--- src/rtl/spi_adc_slave.sv ---
// spi_adc_slave
// Device end of an SPI read link that stands in for a 4-channel, 12-bit serial
// ADC. The master shifts an 8-bit command out on MOSI. This block returns the
// selected channel's sample on MISO. Everything runs in the clk_i domain: the
// serial clock is oversampled, never used as a clock.
//
// Ports
//   clk_i        system clock, the only clock
//   rst_i        synchronous active-high reset
//   dclk_i       serial clock from the master (async, idles low)
//   cs_i         chip select, active low (async)
//   mosi_i       command bits, MSB first, master changes them on dclk falls
//   sample_i     channel samples, channel n = sample_i[12n+11:12n]
//   miso_o       response bit, updated after dclk falls
//   cmd_o        last accepted command word
//   ch_o         channel of the last accepted command (cmd_o[5:4])
//   cmd_valid_o  one-cycle pulse when a command is accepted
//   done_o       one-cycle pulse when a frame completes
//   busy_o       high while a frame is in progress (CMD or CONV)
//
// Command word: [7] start bit (must be 1), [6] ignored, [5:4] channel,
// [3] mode (0 = 12-bit, 1 = 8-bit), [2:0] don't care.
//
// state | meaning
// IDLE  | waiting for cs low while armed
// CMD   | shifting in the 8 command bits on dclk rises
// CONV  | returning the sample on dclk falls until the 24th rise
// DONE  | frame over, edges ignored, miso low until cs goes high

module spi_adc_slave (
  input  logic        clk_i,
  input  logic        rst_i,
  input  logic        dclk_i,
  input  logic        cs_i,
  input  logic        mosi_i,
  input  logic [47:0] sample_i,
  output logic        miso_o,
  output logic [7:0]  cmd_o,
  output logic [1:0]  ch_o,
  output logic        cmd_valid_o,
  output logic        done_o,
  output logic        busy_o
);

  typedef enum logic [1:0] {
    S_IDLE = 2'd0,
    S_CMD  = 2'd1,
    S_CONV = 2'd2,
    S_DONE = 2'd3
  } state_t;

  state_t      r_state;
  state_t      w_state_nxt;

  // [0] is the first synchronizer stage, [2] the edge-compare stage.
  logic [2:0]  r_dclk_sync;
  logic [2:0]  r_cs_sync;
  logic [2:0]  r_mosi_sync;
  logic        r_rise;
  logic        r_fall;
  logic        r_armed;

  logic [4:0]  r_cnt;
  logic [4:0]  w_cnt_nxt;
  logic [6:0]  r_cmd_sr;
  logic [6:0]  w_cmd_sr_nxt;
  logic [7:0]  r_cmd;
  logic [7:0]  w_cmd_nxt;
  logic [1:0]  r_ch;
  logic [1:0]  w_ch_nxt;
  logic [11:0] r_data;
  logic [11:0] w_data_nxt;
  logic        r_miso;
  logic        w_miso_nxt;
  logic        r_cmd_valid;
  logic        w_cmd_valid_nxt;
  logic        r_done;
  logic        w_done_nxt;
  logic        r_busy;

  logic        w_cs_high;
  logic        w_mosi;
  logic [7:0]  w_shift;
  logic [11:0] w_sel;
  logic [3:0]  w_bidx;
  logic        w_bit_live;
  logic        w_miso_bit;

  assign w_cs_high = r_cs_sync[2];
  assign w_mosi    = r_mosi_sync[2];
  // Command word as it will look once the current mosi bit is shifted in.
  assign w_shift   = {r_cmd_sr, w_mosi};

  // Input synchronizers and registered edge strobes. The cs chain resets to 0
  // so a cs that is already low at reset release never looks like a
  // deassertion and cannot arm the block.
  always_ff @(posedge clk_i) begin
    if (rst_i) begin
      r_dclk_sync <= 3'b000;
      r_cs_sync   <= 3'b000;
      r_mosi_sync <= 3'b000;
      r_rise      <= 1'b0;
      r_fall      <= 1'b0;
      r_armed     <= 1'b0;
    end else begin
      r_dclk_sync <= {r_dclk_sync[1:0], dclk_i};
      r_cs_sync   <= {r_cs_sync[1:0], cs_i};
      r_mosi_sync <= {r_mosi_sync[1:0], mosi_i};
      r_rise      <= r_dclk_sync[1] & ~r_dclk_sync[2];
      r_fall      <= ~r_dclk_sync[1] & r_dclk_sync[2];
      if (w_cs_high) begin
        r_armed <= 1'b1;
      end
    end
  end

  // Channel select for the snapshot, using the channel field of the command
  // being completed in this cycle.
  always_comb begin
    w_sel = sample_i[11:0];
    case (w_shift[5:4])
      2'd0: w_sel = sample_i[11:0];
      2'd1: w_sel = sample_i[23:12];
      2'd2: w_sel = sample_i[35:24];
      2'd3: w_sel = sample_i[47:36];
      default: w_sel = sample_i[11:0];
    endcase
  end

  // On a fall the counter equals the fall number. Falls 9..20 carry D11..D0,
  // i.e. bit (20 - cnt). Mod 16 that is (4 - cnt[3:0]), which stays in 0..11
  // over the live range.
  assign w_bidx     = 4'd4 - r_cnt[3:0];
  assign w_bit_live = (r_cnt >= 5'd9) && (r_cnt <= 5'd20) &&
                      !(r_cmd[3] && (r_cnt >= 5'd17));
  assign w_miso_bit = w_bit_live ? r_data[w_bidx] : 1'b0;

  always_comb begin
    w_state_nxt     = r_state;
    w_cnt_nxt       = r_cnt;
    w_cmd_sr_nxt    = r_cmd_sr;
    w_cmd_nxt       = r_cmd;
    w_ch_nxt        = r_ch;
    w_data_nxt      = r_data;
    w_miso_nxt      = r_miso;
    w_cmd_valid_nxt = 1'b0;
    w_done_nxt      = 1'b0;

    // cs high beats any dclk strobe in the same cycle.
    if (w_cs_high) begin
      w_state_nxt = S_IDLE;
      w_cnt_nxt   = 5'd0;
      w_miso_nxt  = 1'b0;
    end else begin
      case (r_state)
        S_IDLE: begin
          if (r_armed) begin
            w_state_nxt  = S_CMD;
            w_cnt_nxt    = 5'd0;
            w_cmd_sr_nxt = 7'd0;
            w_miso_nxt   = 1'b0;
          end
        end
        S_CMD: begin
          if (r_rise) begin
            w_cmd_sr_nxt = w_shift[6:0];
            w_cnt_nxt    = r_cnt + 5'd1;
            if (r_cnt == 5'd7) begin
              if (w_shift[7]) begin
                w_cmd_nxt       = w_shift;
                w_ch_nxt        = w_shift[5:4];
                w_cmd_valid_nxt = 1'b1;
                w_data_nxt      = w_sel;
                w_state_nxt     = S_CONV;
              end else begin
                w_state_nxt = S_DONE;
              end
            end
          end
        end
        S_CONV: begin
          if (r_rise) begin
            w_cnt_nxt = (r_cnt >= 5'd24) ? 5'd24 : r_cnt + 5'd1;
            if (r_cnt >= 5'd23) begin
              w_done_nxt  = 1'b1;
              w_state_nxt = S_DONE;
              w_miso_nxt  = 1'b0;
            end
          end else if (r_fall) begin
            w_miso_nxt = w_miso_bit;
          end
        end
        S_DONE: begin
          w_miso_nxt = 1'b0;
        end
        default: begin
          w_state_nxt = S_IDLE;
          w_miso_nxt  = 1'b0;
        end
      endcase
    end
  end

  always_ff @(posedge clk_i) begin
    if (rst_i) begin
      r_state     <= S_IDLE;
      r_cnt       <= 5'd0;
      r_cmd_sr    <= 7'd0;
      r_cmd       <= 8'h00;
      r_ch        <= 2'd0;
      r_data      <= 12'h000;
      r_miso      <= 1'b0;
      r_cmd_valid <= 1'b0;
      r_done      <= 1'b0;
      r_busy      <= 1'b0;
    end else begin
      r_state     <= w_state_nxt;
      r_cnt       <= w_cnt_nxt;
      r_cmd_sr    <= w_cmd_sr_nxt;
      r_cmd       <= w_cmd_nxt;
      r_ch        <= w_ch_nxt;
      r_data      <= w_data_nxt;
      r_miso      <= w_miso_nxt;
      r_cmd_valid <= w_cmd_valid_nxt;
      r_done      <= w_done_nxt;
      r_busy      <= (w_state_nxt == S_CMD) || (w_state_nxt == S_CONV);
    end
  end

  assign miso_o      = r_miso;
  assign cmd_o       = r_cmd;
  assign ch_o        = r_ch;
  assign cmd_valid_o = r_cmd_valid;
  assign done_o      = r_done;
  assign busy_o      = r_busy;

endmodule

--- config.mk ---
export PLATFORM = sky130hd
export DESIGN_NAME = spi_adc_slave
export DESIGN_NICKNAME = d
export VERILOG_FILES = /design/src/rtl/spi_adc_slave.sv
export SDC_FILE = /design/constraint.sdc
export NUM_CORES = 1
export LEC_CHECK = 0
export BUFFER_PORTS_ARGS = -buffer_cell sky130_fd_sc_hd__buf_2
export CAP_MARGIN = 20
export CORE_MARGIN = 4
export CORE_UTILIZATION = 53
export CTS_CLUSTER_DIAMETER = 50
export DETAILED_ROUTE_END_ITERATION = 6
export MAX_ROUTING_LAYER = met4
export PLACE_DENSITY_LB_ADDON = 0.3
export SLEW_MARGIN = 0
export SYNTH_ARGS = -nofsm -noshare
export SYNTH_HDL_FRONTEND = slang
export SYNTH_SLANG_ARGS = --single-unit
--- constraint.sdc ---
create_clock -name clk_i -period 2.39 [get_ports clk_i]
set_clock_uncertainty 0.1 [all_clocks]
set_input_delay 0.1195 -clock clk_i [delete_from_list [all_inputs] [get_ports clk_i]]
set_output_delay 0.1195 -clock clk_i [all_outputs]
set_load 0.02 [all_outputs]
# Yosys cells after proc, flatten, opt, wreduce, memory -nomap -nowiden
# Cells that the tools add are included.
[word_totals]
register_bits = 52
input_bits = 53
out_inout_bits = 14
elab_cells = 91
[op_classes]
add_sub_neg = 2
n_eq_ne = 14
n_mux = 27
bitwise_logic = 9
reduce_logical = 17
n_lt_le_gt_ge = 6
[op_table]
columns = ["cell", "count"]
rows = [
  ["one-hot mux 12 bit (4 select lines)", 1],
  ["two-way mux 5 bit", 4],
  [">= comparator 5 bit, second input constant", 3],
  ["one-hot mux 5 bit (3 select lines)", 1],
  ["two-way mux 7 bit", 2],
  ["one-hot mux 7 bit (2 select lines)", 1],
  ["two-way mux 2 bit", 6],
  ["AND reduction 4 bit", 3],
  ["== test 2 bit, second input constant", 5],
  ["two-way mux 1 bit", 9],
  ["inverter 1 bit", 7],
  ["== test 2 x 1 -> 1 bit, second input constant", 3],
  ["!= test 2 bit, second input constant", 3],
  ["!= test 3 bit, second input constant", 2],
  ["one-hot mux 2 bit (3 select lines)", 1],
  ["nonzero test 3 bit", 2],
  ["adder 5 x 1 -> 5 bit, second input constant", 1],
  ["== test 5 x 3 -> 1 bit, second input constant", 1],
  [">= comparator 5 x 4 -> 1 bit, second input constant", 1],
  ["less-or-equal comparator 5 bit, second input constant", 1],
  ["less-than comparator 4 x 5 -> 1 bit, second input constant", 1],
  ["AND reduction 5 bit", 1],
  ["OR reduction 5 bit", 1],
  ["binary-select mux 1 bit (select 4 bit)", 1],
  ["other kinds (10)", 14],
]

# Logic depth before layout (Yosys ltp)
[depth]
word_depth = 8
depth_mapped = 9
ltp_nobuf = 7

# Least setup slack after synthesis
# OpenSTA, ideal clock, no wires.
[synth_path]
path_type = "register to register"
from = "reg r_cnt[0]"
to = "reg r_miso (netlist: miso_o)"
path_stages_with_launch = 8
slack_ps = 295
required_time_ps = 2206
synth_period_minus_slack_ps = 2095
setup_ps = 84
n_path_buf = 1
arrival_ps = 1911
cell_sequence = "dfxtp_1 > buf_6 > inv_1 > ha_1 > mux4_1 > a21oi_1 > or4_4 > o31ai_2"
[synth_between]
elab_chain_cells = 8
word_cells_on_any_way = 17
classes_between = "1 x add/sub; 4 x order compare; 1 x eq/ne; 6 x mux; 5 x reduce/logical"
[synth_rtl]
columns = ["item", "line", "text"]
rows = [
  ["start: declaration", "63", "logic [4:0] r_cnt;"],
  ["start signal: assignment", "218", "r_cnt <= w_cnt_nxt;"],
  ["branches (longest 8 deep; another with subtractor 3 x 4 -> 4 bit)", "n/a", ""],
  ["end signal: assignment", "223", "r_miso <= w_miso_nxt;"],
  ["end: declaration", "73", "logic r_miso;"],
]
# Parallel ways; which one is timed is not known. The select of a mux whose other input is x is not followed.
# A chain may end at the register's enable or synchronous reset.

# Worst setup path after layout
[layout_path]
from = "reg r_cnt[1]"
to = "reg r_miso (netlist: miso_o)"
# The elaborated chain is that of the path after synthesis.

==> results.yml <==
placement:
  dp_hpwl_um: 4160
  io_buffers: 66
  place.gp.congestion: 0.8555
clocking:
  clk_latency_ps: 310
  cts_buffer_depth: 2
  clk_pin_slew_worst_paths_ps: 100
  cts_buffers: 5
  clock-sinks: 50
  htreeDepth: 2
  cts_tree: "done"
  ctsRootBufferMaster: "clkbuf_8"
  postCtsSetupRepairBufs: 0
die:
  row_count: 25
  die_w_um: 77.74
  dieArea_um2: 6043
  io_pins: 67
  core-area_um2: 4723
  die_h_um: 77.74
  start_util_pct: 54.57
detailed_routing:
  firstDrtPassIters: 4
  wl_um: 5693
  num_vias: 2243
  drtIter0Drc: 180
  drc_errors: 0
  postRouteAntennaNets: 0
  avgRoutedWirePerCell_um: 13.85
  vias_per_cell: 5.457
synthesis:
  yosysWarnings: 0
  ys_types: 47
  syn-mean-instance-area_um2: 9.140
  yosys.area.top_type: "dfxtp_1"
  synth_area_um2: 2577
  netlist_instances: 282
  synth_top_area_share_pct: 38.83
  synth.area.top_cells: "dfxtp_1 39%, mux4_2 13%, nand2_1 7.3%, a21oi_1 5.8%, ha_1 4.9%"
  async_reset_ff_share_pct: 0
  yosysSeqAreaShare_pct: 38.83
  synth_fp_nets: 345
  synth_common_cells: "50 x dfxtp_1, 50 x nand2_1, 30 x a21oi_1"
  synth_edf_count: 0
  yosys_most_used_dff: "dfxtp_1"
  ys_ff_latch: 50
grt:
  grt_pass1_vias: 2163
  grt_overflow: 0
  grtUsageTotal_pct: 20.85
  antenna_found_initial: 0
  grt_pass1_wl_um: 9977
  grt_max_degree: 41
worst_setup_path:
  cp-end-kind: "flip-flop"
  path_max_fanout: 10
  r2r_slack_ps: 160
  arrival_ps: 2370
  worstSetupPathType: "flip-flop to flip-flop"
  start_kind: "flip-flop"
  worstPathRequired_ps: 2520
outcome:
  status: "complete, no violations"
power:
  seq_power_share_pct: 57.0
  internal_power_uw: 1122
  p_comb_share_pct: 8.0
  ir_drop_v: 0.0004503
  switching_share_pct: 24.44
  p_leak_uw: 0.001195
  p_clk_share_pct: 35.0
  p_sw_uw: 362.9
  powerDensity_nw_per_um2: 487.8
timing:
  rsz0062_at_grt: "false"
  fin_crit_ps: 2232
  final-hold-violation-count: 0
  finalCritPeriodShare_pct: 93.40
  max_freq_mhz: 448.0
  relSlewSlack_pct: 58.54
  tightest_slew_ps: 621.1
  drv_slew: 0
  setup_viol: 0
  holdWs_ps: 104.7
  fin_tns_setup_ps: 0
final_layout:
  syn2layout_area_growth_pct: 18.11
  multi_input_area_um2: 1433
  fillerInstances: 402
  diodes: 0
  nets: 406
  register_area_um2: 1001
  drive_gt1_share_pct: 29.65
hold_path:
  hold_path.class: "input pin to flip-flop"
flow_run:
  maxCapViolations: 0
[power groups by stage]
| stage | logic [µW] | clock network (µW) | registers [µW] |
|---|---|---|---|
| floorplan | 61.0 | 0 | 866 |
| global placement | 112 | 0 | 866 |
| detailed placement | 114 | 0 | 866 |
| CTS | 118 | 534 | 847 |
| global route | 133 | 573 | 849 |
| finish | 118 | 520 | 847 |
[metrics by stage]
stage / instance area [µm²] / instances / util, % / power (µW) / setup WS (ps)
after floorplan: 2577 / 282 / - / 926.8 / 294.6
after global placement: 2914 / 400 / 61.70 / 977.7 / 268.3
after detailed placement: 2914 / 400 / 61.70 / 980.2 / 185.0
after CTS: 3039 / 411 / 64.34 / 1499 / 155.3
after global routing: 3044 / 411 / 64.45 / 1554 / 9.335
final: 3044 / 411 / 64.45 / 1485 / 157.8
[critical path, stage by stage, from the launching register on]
cell,delay (ps)
dfxtp_1,520
inv_1,130
ha_1,400
o21ai_0,130
mux4_2,470
o21ai_0,90
a21oi_1,100
o31ai_2,200
[flip-flops by register name, summed over array words and instances (netlist names)]
signal,count
r_data,12
cmd_o,8
r_cmd_sr,7
r_cnt,5
r_cs_sync,3
r_dclk_sync,3
r_mosi_sync,3
r_state,2
busy_o,1
cmd_valid_o,1
done_o,1
miso_o,1
r_armed,1
r_fall,1
r_rise,1
[cell families after synthesis]
family / count (synthesis) / synth area share [%]
muxes: 18 / 14.95
DFF: 50 / 38.83
AOI/OAI and AO/OA: 62 / 14.81
and+or+nand+nor: 112 / 20.10
xor gates and xnor gates: 2 / 0.6797
adders and majority gates: 10 / 4.854
buffers and inverters: 28 / 5.777
[layer usage]
metal	GRT usage, %	wire, µm	vias to the layer above
li1	-	-	1109
met1	28.53	2692	1061
met2	31.42	2636	67
met3	3.944	298	6
met4	6.406	65	0
met5	-	0	-
[layout make-up]
class | count | share of cell area [%]
Clock inverter | 3 | 0.8631
Clock buffer | 5 | 2.261
Timing Repair Buffer | 75 | 13.32
Multi-Input combinational cell | 204 | 47.06
Sequential cell | 50 | 32.88
Tap cell | 67 | 2.754
Inverter | 7 | 0.8631
[what timing repair did]
| action | in CTS | in global routing |
|---|---|---|
| hold endpoints to repair | 3 | 0 |
| setup endpoints to repair | 0 | 1 |
| hold buffers | 3 | 0 |
| resized for setup | 0 | 1 |
[placed cells by master, fill, tap and decap left out, types with 5 or more instances in the layout]
master,netlist,final
a21oi_1,30,30
a22oi_1,5,5
buf_2,6,66
buf_4,3,6
clkbuf_8,1,5
dfxtp_1,50,50
ha_1,10,10
inv_1,7,7
mux4_2,15,15
nand2_1,50,50
nor2_1,25,25
nor2b_1,13,13
o21ai_0,12,12
[final timing paths]
path,startpoint,to,cells after the start
worst max-delay path,r_cnt[1],miso_o,7
worst min-delay path,rst_i,r_cnt[2],3
worst max register to register,r_cnt[1],miso_o,7
worst min register to register,r_dclk_sync[1],r_fall,1
(Power assumes the default switching activity.)
